File: src/rtl/vocab_encoder.sv
// rtl/vocab_encoder.sv - word-stream tokeniser: per-word vocabulary search, one token ID per word.
// Optional VOCAB_ENCODER_UNK_EN: emit UNK_ID on a vocabulary miss instead of skipping the word.
module vocab_encoder #(
  parameter int DATA_WIDTH       = 8,
  parameter int ADDR_WIDTH       = 4,
  parameter int VOCAB_ADDR_WIDTH = 6,
  parameter int TOK_LEN          = 4,
  parameter int VOCAB_SIZE       = 16,
  parameter int ID_WIDTH         = 5
) (
  input  logic                        clk,
  input  logic                        rst_n,
  input  logic                        start,
  output logic                        busy,
  output logic                        done,
  output logic [ADDR_WIDTH-1:0]       in_addr,
  input  logic [DATA_WIDTH-1:0]       in_data,
  output logic [VOCAB_ADDR_WIDTH-1:0] voc_addr,
  input  logic [DATA_WIDTH-1:0]       voc_data,
  output logic                        tok_valid,
  output logic [ID_WIDTH-1:0]         tok_id,
  input  logic                        tok_ready,
  output logic [ADDR_WIDTH:0]         tok_count
);

  localparam int IW = $clog2(TOK_LEN + 1);
  localparam logic [IW-1:0]         LAST_I   = IW'(TOK_LEN);
  localparam logic [ID_WIDTH-1:0]   LAST_K   = ID_WIDTH'(VOCAB_SIZE - 1);
  localparam logic [ID_WIDTH-1:0]   UNK_ID   = '1;
  localparam logic [ADDR_WIDTH-1:0] MAX_ADDR = '1;
  localparam logic [ADDR_WIDTH:0]   CNT_MAX  = '1;
`ifdef VOCAB_ENCODER_UNK_EN
  localparam bit UNK_EN = 1'b1;
`else
  localparam bit UNK_EN = 1'b0;
`endif

  typedef enum logic [3:0] {
    S_IDLE, S_WS_ISSUE, S_WS_CHK, S_C_ISSUE, S_C_CMP,
    S_EMIT, S_SK_ISSUE, S_SK_CHK, S_DONE
  } state_t;

  state_t state, next_state;
  logic [ADDR_WIDTH-1:0] wb;
  logic [IW-1:0]         idx;
  logic [ID_WIDTH-1:0]   k;
  logic [ADDR_WIDTH:0]   pos, next_pos;
  logic [DATA_WIDTH-1:0] in_char, voc_char;
  logic                  chars_eq, char_zero, in_zero, at_end, last_k;

  function automatic logic [VOCAB_ADDR_WIDTH-1:0] vaddr(input logic [ID_WIDTH-1:0] kk,
                                                        input logic [IW-1:0] ii);
    int a;
    a = int'(kk) * TOK_LEN + int'(ii);
    return a[VOCAB_ADDR_WIDTH-1:0];
  endfunction

  // Bit ADDR_WIDTH of pos flags a read past the end of memory: an implicit terminator.
  assign pos       = {1'b0, wb} + (ADDR_WIDTH+1)'(idx);
  assign next_pos  = {1'b0, wb} + (ADDR_WIDTH+1)'(idx + 1'b1);
  assign in_char   = pos[ADDR_WIDTH] ? '0 : in_data;
  assign voc_char  = (idx == LAST_I) ? '0 : voc_data;
  assign chars_eq  = (in_char == voc_char);
  assign char_zero = (in_char == '0);
  assign in_zero   = (in_data == '0);
  assign at_end    = (in_addr == MAX_ADDR);
  assign last_k    = (k == LAST_K);

  always_ff @(posedge clk or negedge rst_n) begin
    if (!rst_n) state <= S_IDLE;
    else        state <= next_state;
  end

  always_comb begin
    next_state = state;
    case (state)
      S_IDLE:     if (start) next_state = S_WS_ISSUE;
      S_WS_ISSUE: next_state = S_WS_CHK;
      S_WS_CHK:   next_state = in_zero ? S_DONE : S_C_ISSUE;
      S_C_ISSUE:  next_state = S_C_CMP;
      S_C_CMP: begin
        if (chars_eq)    next_state = char_zero ? S_EMIT : S_C_ISSUE;
        else if (last_k) next_state = UNK_EN ? S_EMIT : S_SK_ISSUE;
        else             next_state = S_C_ISSUE;
      end
      S_EMIT:     if (tok_ready) next_state = S_SK_ISSUE;
      S_SK_ISSUE: next_state = S_SK_CHK;
      S_SK_CHK:   next_state = at_end ? S_DONE : (in_zero ? S_WS_ISSUE : S_SK_ISSUE);
      S_DONE:     next_state = S_IDLE;
      default:    next_state = S_IDLE;
    endcase
  end

  always_comb begin
    busy      = (state != S_IDLE) && (state != S_DONE);
    done      = (state == S_DONE);
    tok_valid = (state == S_EMIT);
  end

  always_ff @(posedge clk or negedge rst_n) begin
    if (!rst_n) begin
      in_addr   <= '0;
      voc_addr  <= '0;
      tok_id    <= '0;
      tok_count <= '0;
      wb        <= '0;
      idx       <= '0;
      k         <= '0;
    end else begin
      case (state)
        S_IDLE: if (start) begin
          in_addr   <= '0;
          voc_addr  <= '0;
          wb        <= '0;
          tok_count <= '0;
        end
        S_WS_CHK: begin
          idx      <= '0;
          k        <= '0;
          voc_addr <= '0;
        end
        S_C_CMP: begin
          if (chars_eq && !char_zero) begin
            idx      <= idx + 1'b1;
            in_addr  <= next_pos[ADDR_WIDTH] ? MAX_ADDR : next_pos[ADDR_WIDTH-1:0];
            voc_addr <= vaddr(k, idx + 1'b1);
          end else if (chars_eq) begin
            tok_id  <= k;
            in_addr <= wb;
          end else if (!last_k) begin
            k        <= k + 1'b1;
            idx      <= '0;
            in_addr  <= wb;
            voc_addr <= vaddr(k + 1'b1, '0);
          end else begin
            if (UNK_EN) tok_id <= UNK_ID;
            in_addr <= wb;
          end
        end
        S_EMIT: if (tok_ready && tok_count != CNT_MAX) tok_count <= tok_count + 1'b1;
        // Delimiter found: the next word begins right after it.
        S_SK_CHK: if (!at_end) begin
          in_addr <= in_addr + 1'b1;
          if (in_zero) wb <= in_addr + 1'b1;
        end
        default: ;
      endcase
    end
  end

endmodule

File: config.mk
export PLATFORM = sky130hd
export DESIGN_NAME = vocab_encoder
export DESIGN_NICKNAME = d
export VERILOG_FILES = /design/src/rtl/vocab_encoder.sv
export SDC_FILE = /design/constraint.sdc
export NUM_CORES = 1
export LEC_CHECK = 0
export BUFFER_PORTS_ARGS = -buffer_cell sky130_fd_sc_hd__buf_4
export CAP_MARGIN = 30
export CORE_MARGIN = 3
export CORE_UTILIZATION = 28
export CTS_CLUSTER_SIZE = 12
export DETAILED_ROUTE_END_ITERATION = 10
export GPL_TIMING_DRIVEN = 0
export PLACE_DENSITY = 0.56
export SETUP_SLACK_MARGIN = 0.02
export SLEW_MARGIN = 40
export SYNTH_ARGS = -nofsm -noshare
export SYNTH_HDL_FRONTEND = slang
export SYNTH_SLANG_ARGS = --single-unit
File: constraint.sdc
create_clock -name clk -period 5.12 [get_ports clk]
set_clock_uncertainty 0.15 [all_clocks]
set_input_delay 0 -clock clk [delete_from_list [all_inputs] [get_ports clk]]
set_output_delay 0 -clock clk [all_outputs]
set_load 0.01 [all_outputs]
Word level (Yosys, flattened, before mapping). Cells that the tools add are included.

Register bits: 36. Input port bits: 20. Output and inout port bits: 23. Word-level logic and storage cells: 97.

Add/subtract/negate cells: 8. Equality and inequality tests: 24. Multiplexer cells: 35. Bitwise logic cells: 1. Reduce and logical (&&, ||, !) cells: 21.

Operators by type and width (number): two-way mux 4 bit (10); one-hot mux 4 bit (8 select lines) (1); two-way mux 5 bit (5); two-way mux 6 bit (4); two-way mux 3 bit (7); one-hot mux 5 bit (2 select lines) (2); one-hot mux 6 bit (3 select lines) (1); == test 4 x 3 -> 1 bit, second input constant (4); zero test 8 bit (2); two-way mux 8 bit (2); inequality test 2 bit, second input constant (6); one-hot mux 4 bit (3 select lines) (1); AND reduction 3 bit (4); AND reduction 4 bit (3); adder 5 x 1 -> 5 bit, second input constant (2); == test 4 x 2 -> 1 bit, second input constant (2); == test 4 bit, second input constant (2); == test 8 bit (1); one-hot mux 4 bit (2 select lines) (1); adder 6 x 3 -> 6 bit (1); inequality test 3 bit, second input constant (2); one-hot mux 3 bit (2 select lines) (1); nonzero test 2 bit (3); nonzero test 3 bit (2); 17 further kinds (20).

Depth between registers and ports, before layout.
Depth in word-level cells: 7. Mapped depth: 9. Depth with buffers taken out: 9.

Worst setup path before layout. Ideal clock, no wire load.

Path kind: reg-to-reg. From: reg wb[1]. To: reg voc_addr[2]. Library setup time: 0.125 ns. Data arrival time: 2.660 ns. Data required time: 4.845 ns. Slack: 2.185 ns. Stages on the path, launching flop included: 10. Buffers on the path: 1. Period minus slack after synthesis: 2.935 ns. Path through: dfrtp_1 -> ha_1 -> a211oi_2 -> or2_1 -> buf_4 -> a32oi_1 -> or4_4 -> nor2_8 -> o311ai_4 -> mux2_4.

Longest elaborated chain between the ends: 7. Elaborated cells on any way between the ends: 11. Classes of those cells: add/sub: 1; eq/ne: 3; mux: 3; reduce/logical: 4.

Ends and longest elaborated chain: from (decl) (line 44) `logic [ADDR_WIDTH-1:0] wb;`; from (signal assigned) (line 144) `if (in_zero) wb <= in_addr + 1'b1;`; adder 4 x 3 -> 5 bit (*) (line 59) `assign pos = {1'b0, wb} + (ADDR_WIDTH+1)'(idx);`; two-way mux 8 bit (*) (line 61) `assign in_char = pos[ADDR_WIDTH] ? '0 : in_data;`; zero test 8 bit (line 64) `assign char_zero = (in_char == '0);`; zero test 1 bit (line 123) `if (chars_eq && !char_zero) begin`; logical AND 1 bit (line 123); inequality test 3 bit (no line) / two-way mux 6 bit (equally long branches); AND reduction 4 bit (no line) / one-hot mux 6 bit (3 select lines) (equally long branches); to (signal assigned) (line 126) `voc_addr <= vaddr(k, idx + 1'b1);`; to (signal assigned) (line 134) `voc_addr <= vaddr(k + 1'b1, '0);`; to (decl) (line 18) `output logic [VOCAB_ADDR_WIDTH-1:0] voc_addr,`.

Mark *: on every way between the ends. The rest lies on a longest branch, timed or not. A chain may end at the register's enable or synchronous reset.

Worst setup path after layout.
From: reg idx[1]. To: reg voc_addr[3].

Longest elaborated chain between the ends: 7. Elaborated cells on any way between the ends: 15. Classes of those cells: add/sub: 3; eq/ne: 4; mux: 4; reduce/logical: 4.

Ends and longest elaborated chain: from (decl) (line 45) `logic [IW-1:0] idx;`; from (signal assigned) (line 124) `idx <= idx + 1'b1;`; adder 4 x 3 -> 5 bit (line 59); two-way mux 8 bit (line 61); zero test 8 bit (line 64); zero test 1 bit (line 123); logical AND 1 bit (line 123); inequality test 3 bit (no line) / two-way mux 6 bit (equally long branches); AND reduction 4 bit (no line) / one-hot mux 6 bit (3 select lines) (equally long branches).

Several ways; a longest one is shown, not always the timed one.

==> results.toml <==
[status]
status = "finished clean"

[finish]
final_common_cell = "buf_4"
fin_nets = 342
insertedDiodeCount = 0
instances_no_fill = 414
area_delta_synth_final_pct = 23.8
final_cell_mix = "43 x buf_4, 36 x dfrtp_1, 19 x nor2_1, 18 x o21ai_0, 16 x nand2_1"
drive_above_1_share_pct = 21.7
nFillCells = 893

[floorplanning]
io_pins = 43
dieWidth_um = 99.4
num_rows = 33
die_area_um2 = 9890
core_area_um2 = 8340
initial_core_util_pct = 29.3
die_h_um = 99.4

[synthesis]
ys_async_sr_fraction_pct = 100
ys_ff_latch = 36
yosys_warnings = 0
synthCells = 255
syn-cell-area_um2 = 2440
syn-num-nets = 289
synth_edf_count = 0
ys.flop_type = "dfrtp_1"
yosysSeqAreaShare_pct = 36.8
syn-mean-instance-area_um2 = 9.59
synthDistinctLibCells = 59

[sta]
finalMaxSlewViolations = 0
slew_headroom_pct = 59.8
worst_slack_ns = 1.86
tns_ns = 0
rsz0062_at_grt = "no"
hold_ws_ns = 0.0557
fmax_mhz = 307
worst_slew_pin_slew_ns = 0.595
finalSetupViolCount = 0
layout_worst_path_cycle_share_pct = 63.6
min_period_ns = 3.26
hold_viol = 0

[global_routing]
grt_usage_pct = 12.3
antenna_found_initial = 0
grt_pass1_wl_mm = 9.96
grt_max_degree = 37
overflow = 0
first_global_vias = 2112

[clock_tree]
cts.clk_slew.worst_paths_ns = 0.08
clockRootBuffer = "clkbuf_8"
insertion_delay_ns = 0.30
cts.sinks = 36
cts_buffer_depth = 2
cts_buffers = 5
tritoncts = "done"
post_cts.repair.setup_buffers = 0
ctsHtreeMaxLevel = 2

[worst_setup_path]
reg2reg_depth = 9
crit_required_ns = 5.16
startpoint_type = "register"
r2r_start = "idx[1]"
cp.arrival_ns = 3.30
crit_type = "register to register"
critical_path.startpoint = "idx[1]"
crit_fanout = 7
cp-end-kind = "register"

[route]
vias = 2125
drc = 0
first_pass_iters = 4
drt_iter0_markers = 61
viasPerCell = 5.13
avgRoutedWirePerCell_um = 13.8
antenna_left = 0
wirelength_mm = 5.73

[power_and_ir_drop]
power_w = 0.00110
p_leak_nw = 1.35
peakVddDrop_mv = 0.153
powerDensity_nw_per_um2 = 365

[place]
gp_congestion = 0.802
hpwl_mm = 4.29
place_ws_ns = 1.85
dp_cells = 402
portBuffers = 42

[hold_path]
min_path_type = "primary input to asynchronous set/reset pin"

[flow_run]
maxCapViolCount = 0
[registers in the layout, summed over array words and instances, names as in the netlist]
| name | flops |
|---|---|
| idx | 3 |
| in_addr | 4 |
| k | 5 |
| state | 4 |
| tok_count | 5 |
| tok_id | 5 |
| voc_addr | 6 |
| wb | 4 |
[layout make-up]
| type | count | area, um2 | area share, % |
|---|---|---|---|
| inverters | 14 | 52.6 | 1.74 |
| multi-input cells | 195 | 1460 | 48.1 |
| flip-flops and latches | 36 | 901 | 29.8 |
| clock buffers | 8 | 90.1 | 2.98 |
| well taps | 105 | 131 | 4.34 |
| plain buffers | 10 | 41.3 | 1.36 |
| repair buffers | 46 | 355 | 11.7 |
[logic make-up after synthesis]
logic type	Yosys count	synth area share (%)
fa+ha+maj	14	7.47
buf+inv	24	3.84
compound gates	68	20.8
simple gates	90	21.4
mux	13	5.99
flops	36	36.8
xor+xnor	10	3.58
[synthesized netlist by cell type, drive strengths merged, types with 2 or more instances]
master / instances / share of area [%]
nor2b: 2 / 0.51
o211ai: 2 / 0.61
a221o: 3 / 1.2
nand3b: 2 / 0.61
a21o: 2 / 0.61
a211oi: 3 / 1.1
nor3: 4 / 0.82
a22o: 3 / 1.1
or2: 2 / 0.51
mux2: 7 / 3.5
ha: 13 / 6.7
clkbuf: 9 / 1.4
nor4: 3 / 1.4
a32oi: 4 / 1.7
nand3: 10 / 2.0
nand4: 3 / 0.77
a21oi: 5 / 1.0
or3: 3 / 0.77
o21ai: 21 / 4.3
o22ai: 4 / 1.0
a32o: 2 / 0.82
o221ai: 2 / 0.72
nor3b: 5 / 1.5
a31o: 4 / 1.4
nand2b: 2 / 0.51
xor2: 5 / 1.8
nand2: 16 / 2.5
o311ai: 2 / 1.4
nor2: 20 / 3.7
and2: 4 / 1.0
inv: 14 / 2.1
xnor2: 5 / 1.8
nor4bb: 5 / 2.0
dfrtp: 36 / 37
o31ai: 3 / 0.92
and3: 6 / 1.5
mux2i: 6 / 2.5
[metrics by stage]
| step | util, % | area (um2) |
|---|---|---|
| floorplan | - | 2440 |
| finish | 36.3 | 3030 |
| detailed placement | 34.7 | 2890 |
| global placement | 34.7 | 2890 |
| global route | 36.3 | 3030 |
| CTS | 36.2 | 3020 |
[repair_timing]
item | CTS | global route
resized for setup | 0 | 0
setup endpoints to repair | 0 | 0
hold buffers | 4 | 0
hold endpoints to repair | 39 | 0
[metal layers]
| metal | global-route usage (%) | wire (um) |
|---|---|---|
| met2 | 18.7 | 2600 |
| met4 | 4.10 | 80 |
| met1 | 17.3 | 2890 |
| met3 | 2.73 | 152 |
| met5 | 0 | 0 |
[worst max-delay path, cell delays in order (launching register included)]
cell	delay, ns
dfrtp_1	0.46
ha_1	0.33
a211oi_2	0.34
or2_1	0.16
buf_4	0.14
a32oi_1	0.15
nor4_4	0.43
nor2_1	0.22
o311ai_4	0.43
mux2_4	0.34
[worst paths after layout]
| path | to | slack [ns] |
|---|---|---|
| worst max-delay path | voc_addr[3] | 1.86 |
| worst min-delay path | voc_addr[5] | 0.06 |
| worst max register to register | voc_addr[3] | 1.86 |
| worst min register to register | tok_id[3] | 0.34 |
| max in group asynchronous | in_addr[3] | 4.42 |
| min in group clk | state[3] | 0.15 |
[power breakdown]
group | switching (W) | total [W] | internal [W]
Clock | 0.000102 | 0.000212 | 0.000110
Combinational | 0.000273 | 0.000492 | 0.000218
Sequential | 0.0000559 | 0.000401 | 0.000345
Power figures use the tool's default switching activity.
